===== src/rtl/icache_pkg.sv =====
// Shared definitions for the set-associative instruction cache: FSM encodings,
// AXI4 constants and address-field width helpers.
package icache_pkg;

  localparam logic [2:0] ST_IDLE   = 3'd0;
  localparam logic [2:0] ST_LOOKUP = 3'd1;
  localparam logic [2:0] ST_AR     = 3'd2;
  localparam logic [2:0] ST_REFILL = 3'd3;
  localparam logic [2:0] ST_RESP   = 3'd4;

  localparam logic [1:0] BURST_INCR = 2'b01;
  localparam logic [2:0] SIZE_4B    = 3'b010;
  localparam logic [1:0] OKAY       = 2'b00;

  function automatic int idx_w(input int sets);
    return $clog2(sets);
  endfunction

  function automatic int off_w(input int line_words);
    return $clog2(line_words) + 2;
  endfunction

  function automatic int tag_w(input int sets, input int line_words);
    return 32 - idx_w(sets) - off_w(line_words);
  endfunction

endpackage


===== src/rtl/icache_way.sv =====
// One way of the cache: per-set valid bit, tag and line storage with an
// asynchronous read port, a synchronous write port and a global invalidate.
module icache_way #(
  parameter int SETS       = 4,
  parameter int LINE_WORDS = 2,
  parameter int IDX_W      = 2,
  parameter int WRD_W      = 1,
  parameter int TAG_W      = 27
) (
  input  logic             clk,
  input  logic             rst,
  input  logic             inv,
  input  logic [IDX_W-1:0] rd_idx,
  input  logic [WRD_W-1:0] rd_word,
  output logic             rd_valid,
  output logic [TAG_W-1:0] rd_tag,
  output logic [31:0]      rd_data,
  input  logic [IDX_W-1:0] wr_idx,
  input  logic [WRD_W-1:0] wr_word,
  input  logic [31:0]      wr_data,
  input  logic             data_we,
  input  logic             tag_we,
  input  logic [TAG_W-1:0] wr_tag,
  input  logic             wr_valid
);

  logic [SETS-1:0]  valid_q;
  logic [TAG_W-1:0] tag_q  [SETS];
  logic [31:0]      data_q [SETS][LINE_WORDS];

  assign rd_valid = valid_q[rd_idx];
  assign rd_tag   = tag_q[rd_idx];
  assign rd_data  = data_q[rd_idx][rd_word];

  // Invalidate wins over a same-cycle line install so a flushed refill never lands valid.
  always_ff @(posedge clk) begin
    if (rst || inv) begin
      valid_q <= '0;
    end else if (tag_we) begin
      valid_q[wr_idx] <= wr_valid;
    end
  end

  always_ff @(posedge clk) begin
    if (tag_we) tag_q[wr_idx] <= wr_tag;
    if (data_we) data_q[wr_idx][wr_word] <= wr_data;
  end

endmodule


===== src/rtl/icache_sa.sv =====
// Set-associative instruction cache: IFU valid/ready fetch port in front, AXI4
// burst read master behind, round-robin replacement and fence.i flush.
module icache_sa
  import icache_pkg::*;
#(
  parameter int SETS       = 4,
  parameter int WAYS       = 2,
  parameter int LINE_WORDS = 2,
  parameter int AXI_ID     = 1
) (
  input  logic        clk,
  input  logic        rst,
  input  logic        flush,
  input  logic        req_valid,
  output logic        req_ready,
  input  logic [31:0] req_addr,
  output logic        resp_valid,
  input  logic        resp_ready,
  output logic [31:0] resp_data,
  output logic        resp_err,
  output logic [31:0] araddr,
  output logic        arvalid,
  input  logic        arready,
  output logic [3:0]  arid,
  output logic [7:0]  arlen,
  output logic [2:0]  arsize,
  output logic [1:0]  arburst,
  input  logic [31:0] rdata,
  input  logic [1:0]  rresp,
  input  logic        rvalid,
  output logic        rready,
  input  logic        rlast,
  input  logic [3:0]  rid
);

  localparam int IDX_W = idx_w(SETS);
  localparam int OFF_W = off_w(LINE_WORDS);
  localparam int TAG_W = tag_w(SETS, LINE_WORDS);
  localparam int WRD_W = OFF_W - 2;
  localparam int WAY_W = (WAYS > 1) ? $clog2(WAYS) : 1;
  localparam logic [3:0] ID = 4'(AXI_ID);

  logic [2:0]       state;
  logic [31:2]      addr_q;
  logic [WRD_W-1:0] beat_q;
  logic             err_q;
  logic             kill_q;
  logic [WAY_W-1:0] victim_q;
  logic [WAY_W-1:0] rr_ptr [SETS];
  logic [31:0]      resp_data_q;
  logic             resp_err_q;

  logic [IDX_W-1:0] idx;
  logic [WRD_W-1:0] word;
  logic [TAG_W-1:0] tag;
  logic             unused_addr_bits;

  assign idx  = addr_q[OFF_W +: IDX_W];
  assign word = addr_q[2 +: WRD_W];
  assign tag  = addr_q[31 -: TAG_W];
  assign unused_addr_bits = ^req_addr[1:0];

  logic [WAYS-1:0]  way_valid;
  logic [TAG_W-1:0] way_tag  [WAYS];
  logic [31:0]      way_data [WAYS];
  logic [WAYS-1:0]  data_we;
  logic [WAYS-1:0]  tag_we;
  logic             line_ok;

  for (genvar w = 0; w < WAYS; w++) begin : g_way
    icache_way #(
      .SETS(SETS), .LINE_WORDS(LINE_WORDS), .IDX_W(IDX_W), .WRD_W(WRD_W), .TAG_W(TAG_W)
    ) u_way (
      .clk(clk), .rst(rst), .inv(flush),
      .rd_idx(idx), .rd_word(word),
      .rd_valid(way_valid[w]), .rd_tag(way_tag[w]), .rd_data(way_data[w]),
      .wr_idx(idx), .wr_word(beat_q), .wr_data(rdata),
      .data_we(data_we[w]), .tag_we(tag_we[w]), .wr_tag(tag), .wr_valid(line_ok)
    );
  end

  logic             hit;
  logic [31:0]      hit_data;
  logic [WAY_W-1:0] victim;
  logic             beat_fire;
  logic             err_next;

  assign beat_fire = (state == ST_REFILL) && rvalid && (rid == ID);
  assign err_next  = err_q || (rresp != OKAY);
  assign line_ok   = !err_next && !kill_q && !flush;

  // A flush in LOOKUP forces a miss; lowest invalid way beats the round-robin pointer.
  always_comb begin
    hit      = 1'b0;
    hit_data = '0;
    victim   = rr_ptr[idx];
    for (int w = 0; w < WAYS; w++) begin
      if (way_valid[w] && (way_tag[w] == tag)) begin
        hit      = 1'b1;
        hit_data = way_data[w];
      end
    end
    hit = hit && !flush;
    for (int w = WAYS - 1; w >= 0; w--) begin
      if (!way_valid[w]) victim = WAY_W'(w);
    end
  end

  always_comb begin
    data_we = '0;
    tag_we  = '0;
    for (int w = 0; w < WAYS; w++) begin
      data_we[w] = beat_fire && (victim_q == WAY_W'(w));
      tag_we[w]  = beat_fire && rlast && (victim_q == WAY_W'(w));
    end
  end

  always_ff @(posedge clk) begin
    if (rst) begin
      state       <= ST_IDLE;
      beat_q      <= '0;
      err_q       <= 1'b0;
      kill_q      <= 1'b0;
      victim_q    <= '0;
      resp_data_q <= '0;
      resp_err_q  <= 1'b0;
      for (int s = 0; s < SETS; s++) rr_ptr[s] <= '0;
    end else begin
      if (flush && (state == ST_AR || state == ST_REFILL)) kill_q <= 1'b1;
      case (state)
        ST_IDLE: begin
          if (req_valid) begin
            addr_q <= req_addr[31:2];
            err_q  <= 1'b0;
            kill_q <= 1'b0;
            state  <= ST_LOOKUP;
          end
        end
        ST_LOOKUP: begin
          if (hit) begin
            resp_data_q <= hit_data;
            resp_err_q  <= 1'b0;
            state       <= ST_RESP;
          end else begin
            victim_q <= victim;
            state    <= ST_AR;
          end
        end
        ST_AR: begin
          if (arready) begin
            beat_q <= '0;
            state  <= ST_REFILL;
          end
        end
        ST_REFILL: begin
          if (beat_fire) begin
            beat_q <= beat_q + 1'b1;
            err_q  <= err_next;
            if (beat_q == word) resp_data_q <= rdata;
            if (rlast) begin
              resp_err_q <= err_next;
              if (err_next) resp_data_q <= '0;
              rr_ptr[idx] <= (WAYS == 1) ? '0 : rr_ptr[idx] + 1'b1;
              state <= ST_RESP;
            end
          end
        end
        ST_RESP: begin
          if (resp_ready) state <= ST_IDLE;
        end
        default: state <= ST_IDLE;
      endcase
    end
  end

  assign req_ready  = (state == ST_IDLE) && !rst;
  assign resp_valid = (state == ST_RESP);
  assign resp_data  = resp_data_q;
  assign resp_err   = resp_err_q;
  assign arvalid    = (state == ST_AR);
  assign araddr     = arvalid ? {addr_q[31:OFF_W], {OFF_W{1'b0}}} : 32'h0;
  assign arid       = ID;
  assign arlen      = 8'(LINE_WORDS - 1);
  assign arsize     = SIZE_4B;
  assign arburst    = BURST_INCR;
  assign rready     = (state == ST_REFILL);

endmodule


===== config.mk =====
export PLATFORM = sky130hd
export DESIGN_NAME = icache_sa
export DESIGN_NICKNAME = d
export VERILOG_FILES = /design/src/rtl/icache_pkg.sv /design/src/rtl/icache_way.sv /design/src/rtl/icache_sa.sv
export SDC_FILE = /design/constraint.sdc
export NUM_CORES = 1
export LEC_CHECK = 0
export CORE_MARGIN = 2
export CORE_UTILIZATION = 32
export CTS_CLUSTER_DIAMETER = 150
export DETAILED_ROUTE_END_ITERATION = 10
export GPL_TIMING_DRIVEN = 0
export MAX_ROUTING_LAYER = met4
export PLACE_DENSITY = 0.44
export SLEW_MARGIN = 5
export SYNTH_ARGS = -nofsm -noshare
export SYNTH_HDL_FRONTEND = slang
export SYNTH_SLANG_ARGS = --single-unit

===== constraint.sdc =====
create_clock -name clk -period 12.58 [get_ports clk]
set_clock_uncertainty 0.2 [all_clocks]
set_input_delay 2.516 -clock clk [delete_from_list [all_inputs] [get_ports clk]]
set_output_delay 2.516 -clock clk [all_outputs]
set_load 0.01 [all_outputs]

=== After elaboration in Yosys (flattened, before gate mapping) ===
Memory sizes are Yosys's and may differ from the RTL's. A register that Yosys moved wholly into a read port is not among the register bits.
Index checks and enable logic that the tools add are counted.
Widths: inputs -> output; s select.

* Add/subtract/negate cells: 2
* Order comparisons: 5
* Equality and inequality tests: 14
* Multiplexer cells: 72
* Bitwise gates (word level): 5
* Reductions and logical operators: 36

{| class="wikitable"
|+ Operators with widths
! kind !! number
|-
| $mux 32 || 15
|-
| $mux 64 || 2
|-
| $pmux 32 s2 || 1
|-
| $eq 27x27->1 || 2
|-
| $demux 32 s1 || 1
|-
| $mux 1 || 32
|-
| $mux 3 || 6
|-
| $logic_and 1x1->1 || 16
|-
| $pmux 3 s5 || 1
|-
| $mux 2 || 6
|-
| $reduce_and 3->1 || 4
|-
| $bwmux 4 || 2
|-
| $ne 2x1->1 const B || 4
|-
| $reduce_bool 2->1 || 4
|-
| $eq 3x2->1 const B || 2
|-
| $pmux 1 s2 || 3
|-
| $reduce_and 5->1 || 1
|-
| $bmux 1 s2 || 2
|-
| $eq 4x1->1 const B || 1
|-
| $ge 2x2->1 const B || 2
|-
| $logic_not 1->1 || 4
|-
| $ne 2x2->1 const B || 2
|-
| $not 1->2 || 2
|-
| $reduce_and 4->1 || 1
|-
| other kinds (13) || 18
|}

* Register bits: 78
* Bits in writable memories: 732
* Bits of input ports: 78
* Word-level logic and storage cells: 149
* Memories kept: 5

{| class="wikitable"
|+ Memory list
! memory !! words !! bits a word !! rd ports !! clocked after memory_dff !! wr ports !! RTL line !! RTL
|-
| g_way[0].u_way.data_q || 4 || 64 || 1 || 1 || 1 || icache_way.sv:29 || <nowiki>logic [31:0] data_q [SETS][LINE_WORDS];</nowiki>
|-
| g_way[1].u_way.data_q || 4 || 64 || 1 || 1 || 1 || icache_way.sv:29 ||
|-
| g_way[0].u_way.tag_q || 4 || 27 || 1 || 1 || 1 || icache_way.sv:28 || <nowiki>logic [TAG_W-1:0] tag_q [SETS];</nowiki>
|-
| g_way[1].u_way.tag_q || 4 || 27 || 1 || 1 || 1 || icache_way.sv:28 ||
|-
| rr_ptr || 4 || 1 || 1 || 1 || 4 || icache_sa.sv:49 || <nowiki>logic [WAY_W-1:0] rr_ptr [SETS];</nowiki>
|}

=== Logic depth before layout (Yosys ltp) ===
* Depth in word-level cells: 9
* Mapped depth: 16
* Gate-level depth less buffers: 9

=== Cells and area by module ===
A second synthesis with hierarchy kept.

* Cells, all modules: 1685
* Area, all modules: 32826.5 sq um

{| class="wikitable"
|+ By module, submodules not included
! module !! times used !! cells an instance !! area an instance (sq um) !! sequential area each (sq um)
|-
| icache_way || 2 || 541 || 13741.9 || 11010.6
|-
| icache_sa || 1 || 603 || 5342.6 || 1861.8
|}

=== Worst setup path after synthesis ===
OpenSTA, ideal clock, no wires.

* Kind: input to register
* Start point: input rid[2]
* End point: register g_way[0].u_way.valid_q[0]
* Arrival: 5.913 ns
* Setup slack: 6.342 ns
* Cell stages on the path: 8
* Buffers on the path: 1
* Cells stage by stage: nor2_1 nand3_1 nor3_1 nand2_1 clkbuf_1 nor3_1 mux2i_1 nor2_1

* Word-level cells in the longest chain between the ends: 4

{| class="wikitable"
|+ Ends and longest elaborated chain
! what !! RTL line !! RTL
|-
| from (decl) || icache_sa.sv:33 || <nowiki>input logic [3:0] rid</nowiki>
|-
| $eq 4x1->1 || icache_sa.sv:88 || <nowiki>assign beat_fire = (state == ST_REFILL) && rvalid && (rid == ID);</nowiki>
|-
| $logic_and 1x1->1 || icache_sa.sv:88 ||
|-
| $logic_and 1x1->1 (2 in series) || icache_sa.sv:114 || <nowiki>tag_we[w] = beat_fire && rlast && (victim_q == WAY_W'(w));</nowiki>
|-
| to (signal, indexed assignment) || icache_way.sv:40 || <nowiki>valid_q[wr_idx] <= wr_valid;</nowiki>
|-
| to (decl) || icache_way.sv:27 || <nowiki>logic [SETS-1:0] valid_q;</nowiki>
|}

Every way passes these cells.
A chain may end at the register's enable or synchronous reset.

=== Worst setup path in the final report ===
* Start point: input rst
* End point: output req_ready

* Word-level cells in the longest chain between the ends: 2

{| class="wikitable"
|+ Ends and longest elaborated chain
! what !! RTL line !! RTL
|-
| from (decl) || icache_sa.sv:12 || <nowiki>input logic rst,</nowiki>
|-
| $logic_not 1->1 || icache_sa.sv:176 || <nowiki>assign req_ready = (state == ST_IDLE) && !rst;</nowiki>
|-
| $logic_and 1x1->1 || icache_sa.sv:176 ||
|-
| to (decl) || icache_sa.sv:15 || <nowiki>output logic req_ready,</nowiki>
|}

Every way passes these cells.

==> reports/qor.tcl <==
set qor(cts-hold-fix-buffers) 0
set qor(slew-limit-headroom) 0.2259
set qor(cts_buffers) 92
set qor(mux_cell_area_share_after_synthesis) 0.1314
set qor(grt-ovfl-total) 0
set qor(utilization) 0.3912
set qor(synthToLayoutAreaGrowth_pct) 21.57
set qor(grt_setup_unrepaired) {no}
set qor(die_area_um2) 104700
set qor(cts_repair_resize_count) 0
set qor(synth_enable_flop_cells) 762
set qor(ant_nets) 0
set qor(layout_common_cells) {sky130_fd_sc_hd__edfxtp_1, sky130_fd_sc_hd__mux4_2, sky130_fd_sc_hd__clkdlybuf4s50_1}
set qor(deepest_clock_path_buffer_count) 3
set qor(floorplan.initialDensity) 0.3218
set qor(die_y_um) 323.6
set qor(max_cap_violations) 0
set qor(timing.final.setup_violations) 0
set qor(vdd_ir_drop_max_v) 0.0001101
set qor(via_count) 18266
set qor(fin_total_pwr_mw) 6.025
set qor(post_synth_inst_count) 1844
set qor(floorplan.die.width_um) 323.6
set qor(synthFlopType) {sky130_fd_sc_hd__edfxtp_1}
set qor(clock_insertion_delay_at_the_later_pin_of_the_skew_report_ns) 0.66
set qor(wl_um) 93750
set qor(final_critical_path_setup_slack_ns) 4.620
set qor(grt_antenna_before_repair) 4
set qor(ratio_of_cells_with_drive_above_1_in_the_final_layout) 0.2036
set qor(post_drt_wl_per_cell_um) 26.07
set qor(crit_arrival_ns) 5.24
set qor(yosys.area_share.xor_xnor) 0.01206
set qor(ios) 164
set qor(crit_type) {input pin to primary output}
set qor(report.final.hold_viol_count) 0
set qor(ys_ff_latch) 812
set qor(synth_compound_gate_area_share) 0.04734
set qor(place.gp.congestion) 0.7921
set qor(place_ws_ns) 4.656
set qor(rows) 117
set qor(cts_sinks) 812
set qor(worst_path_fanout_max) 10
set qor(synth.distinct_cells) 56
set qor(mostFrequentLayoutCell) {sky130_fd_sc_hd__edfxtp_1}
set qor(drc_errors) 0
set qor(detail_route.first_pass.iterations) 5
set qor(routed_via_density) 5.080
set qor(netlist_area_um2) 32690
set qor(ys_warn_count) 0
set qor(design.final.nets) 2225
set qor(filler_cell_count) 9364
set qor(p_leak_nw) 12.67
set qor(worst_ep_required_time_ns) 9.86
set qor(cts_tree) {done}
set qor(sequential_cell_area_um2) 23880
set qor(grt_first_pass_wirelength_um) 134300
set qor(cts_post_setup_buffers_inserted) 0
set qor(combinational_family_with_the_most_area_after_synthesis) {multiplexers}
set qor(achievable-frequency_mhz) 125.6
set qor(synth_sequential_area_ratio) 0.7305
set qor(period_minus_slack_ns) 7.960
set qor(timing_max_transition_violations_final) 0
set qor(totalNegativeSetupSlack_ns) 0
set qor(detail_route.iter0.violations) 1750
set qor(worst-slew-pin-transition_ns) 1.161
set qor(coreArea_um2) 101600
set qor(via_count_of_the_first_global_routing_pass) 19035
set qor(synthSimpleGateAreaFrac) 0.05481
set qor(io_buffer_count) 141
set qor(yosys.area_share.adder) 0
set qor(h-tree-depth) 3
set qor(multi_input_comb_area_um2) 8264
set qor(powerDensity_nw_per_um2) 151.6
set qor(run_status) {finished, final reports clean}
set qor(clockRootBuffer) {sky130_fd_sc_hd__clkbuf_16}
set qor(min_period_over_period) 0.6327
set qor(worstSetupStartpointType) {input pin}
set qor(dpl.hpwl_um) 63710
set qor(hold_class) {flip-flop to flip-flop}
set qor(grt_start_max_net_pins) 26
set qor(cts.clk_slew.worst_paths_ns) 0.06
set qor(grt_use_total) 0.1851
set qor(synth-async-reset-ratio) 0
set qor(post_synth.cell_area_avg_um2) 17.73
set qor(crit_end_category) {primary output}
[through the flow]
stage,instance area (um^2),cells,hold WS [ns]
after floorplan,32760,1862,0.2449
after global placement,35880,3371,0.2622
after detailed placement,36730,3421,0.2720
after CTS,39740,3593,0.2802
after global routing,39740,3596,0.2995
final,39740,3596,0.2767
[layer usage]
metal / vias up / share of wire / GRT usage / wire length, um
li1: 8001 / - / - / -
met5: - / 0 / - / 0
met2: 523 / 0.50 / 0.3104 / 46940
met4: 0 / 0.029 / 0.05432 / 2683
met3: 149 / 0.045 / 0.03090 / 4264
met1: 9593 / 0.43 / 0.2309 / 39860
[worst paths after layout]
kind | cells after the start | startpoint | to | slack, ns
max | 5 | rst | req_ready | 4.62
min | 2 | g_way[1].u_way.valid_q[2] | g_way[1].u_way.valid_q[2] | 0.28
max reg2reg | 13 | flip-flop | resp_data[31] | 7.52
min reg2reg | 2 | g_way[1].u_way.valid_q[2] | g_way[1].u_way.valid_q[2] | 0.28
[cells in the mapped netlist (6+ instances only)]
cell type	n	area [um^2]
sky130_fd_sc_hd__edfxtp_1	762	22880
sky130_fd_sc_hd__nor3_1	13	65.06
sky130_fd_sc_hd__nand4_1	13	81.33
sky130_fd_sc_hd__buf_4	25	187.7
sky130_fd_sc_hd__dfxtp_1	50	1001
sky130_fd_sc_hd__buf_1	6	22.52
sky130_fd_sc_hd__nand3b_1	33	247.7
sky130_fd_sc_hd__a21oi_1	79	395.4
sky130_fd_sc_hd__nor2_1	40	150.1
sky130_fd_sc_hd__and3_1	31	193.9
sky130_fd_sc_hd__nand2_1	89	334.1
sky130_fd_sc_hd__mux2_2	9	101.4
sky130_fd_sc_hd__xnor2_1	34	297.8
sky130_fd_sc_hd__clkbuf_1	76	285.3
sky130_fd_sc_hd__buf_6	10	112.6
sky130_fd_sc_hd__o21ai_0	70	350.3
sky130_fd_sc_hd__inv_1	12	45.04
sky130_fd_sc_hd__nand3_1	103	515.5
sky130_fd_sc_hd__xor2_1	11	96.34
sky130_fd_sc_hd__mux2i_1	50	500.5
sky130_fd_sc_hd__a31oi_1	33	206.5
sky130_fd_sc_hd__o21bai_1	36	270.3
sky130_fd_sc_hd__mux4_2	164	3694
sky130_fd_sc_hd__o22ai_1	8	50.05
sky130_fd_sc_hd__buf_2	24	120.1
sky130_fd_sc_hd__nand2b_1	6	37.54
[power breakdown]
group / total, mW / leakage, nW / internal [mW] / switching [mW]
Clock: 2.65 / 1.47 / 1.55 / 1.10
Combinational: 0.388 / 3.94 / 0.172 / 0.216
Sequential: 2.98 / 7.26 / 2.96 / 0.0219
[cell type report]
cell class                      count  share of cell area
Multi-Input combinational cell    897              0.2079
Buffer                            141             0.01832
Antenna cell                        3           0.0001889
Clock inverter                     52             0.01272
Sequential cell                   812              0.6009
Inverter                           12            0.001133
Clock buffer                      120             0.06287
Timing Repair Buffer              191             0.05286
Tap cell                         1368             0.04307
[flip-flops by register name, summed over array words and instances (netlist names), 3 cells and up, named ones only]
register,flops
g_way.u_way.data_q,512
resp_data,32
g_way.u_way.tag_q,216
state,3
g_way.u_way.valid_q,8
addr_q,30
rr_ptr,4
[logic make-up (layout without fill, tap and decap cells)]
kind of cell | Yosys count | in the layout
other cells | 2 | 23
xor+xnor | 45 | 45
simple gates | 351 | 351
buf+inv | 153 | 516
flops | 812 | 812
mux | 223 | 223
compound gates | 258 | 258
[worst max-delay path, stage by stage]
cell and delay, ns:
sky130_fd_sc_hd__clkdlybuf4s50_1 0.54, sky130_fd_sc_hd__clkbuf_1 0.46, sky130_fd_sc_hd__clkbuf_1 0.43, sky130_fd_sc_hd__nor4_1 0.60
sky130_fd_sc_hd__clkdlybuf4s50_1 0.68
(Power assumes the default switching activity.)
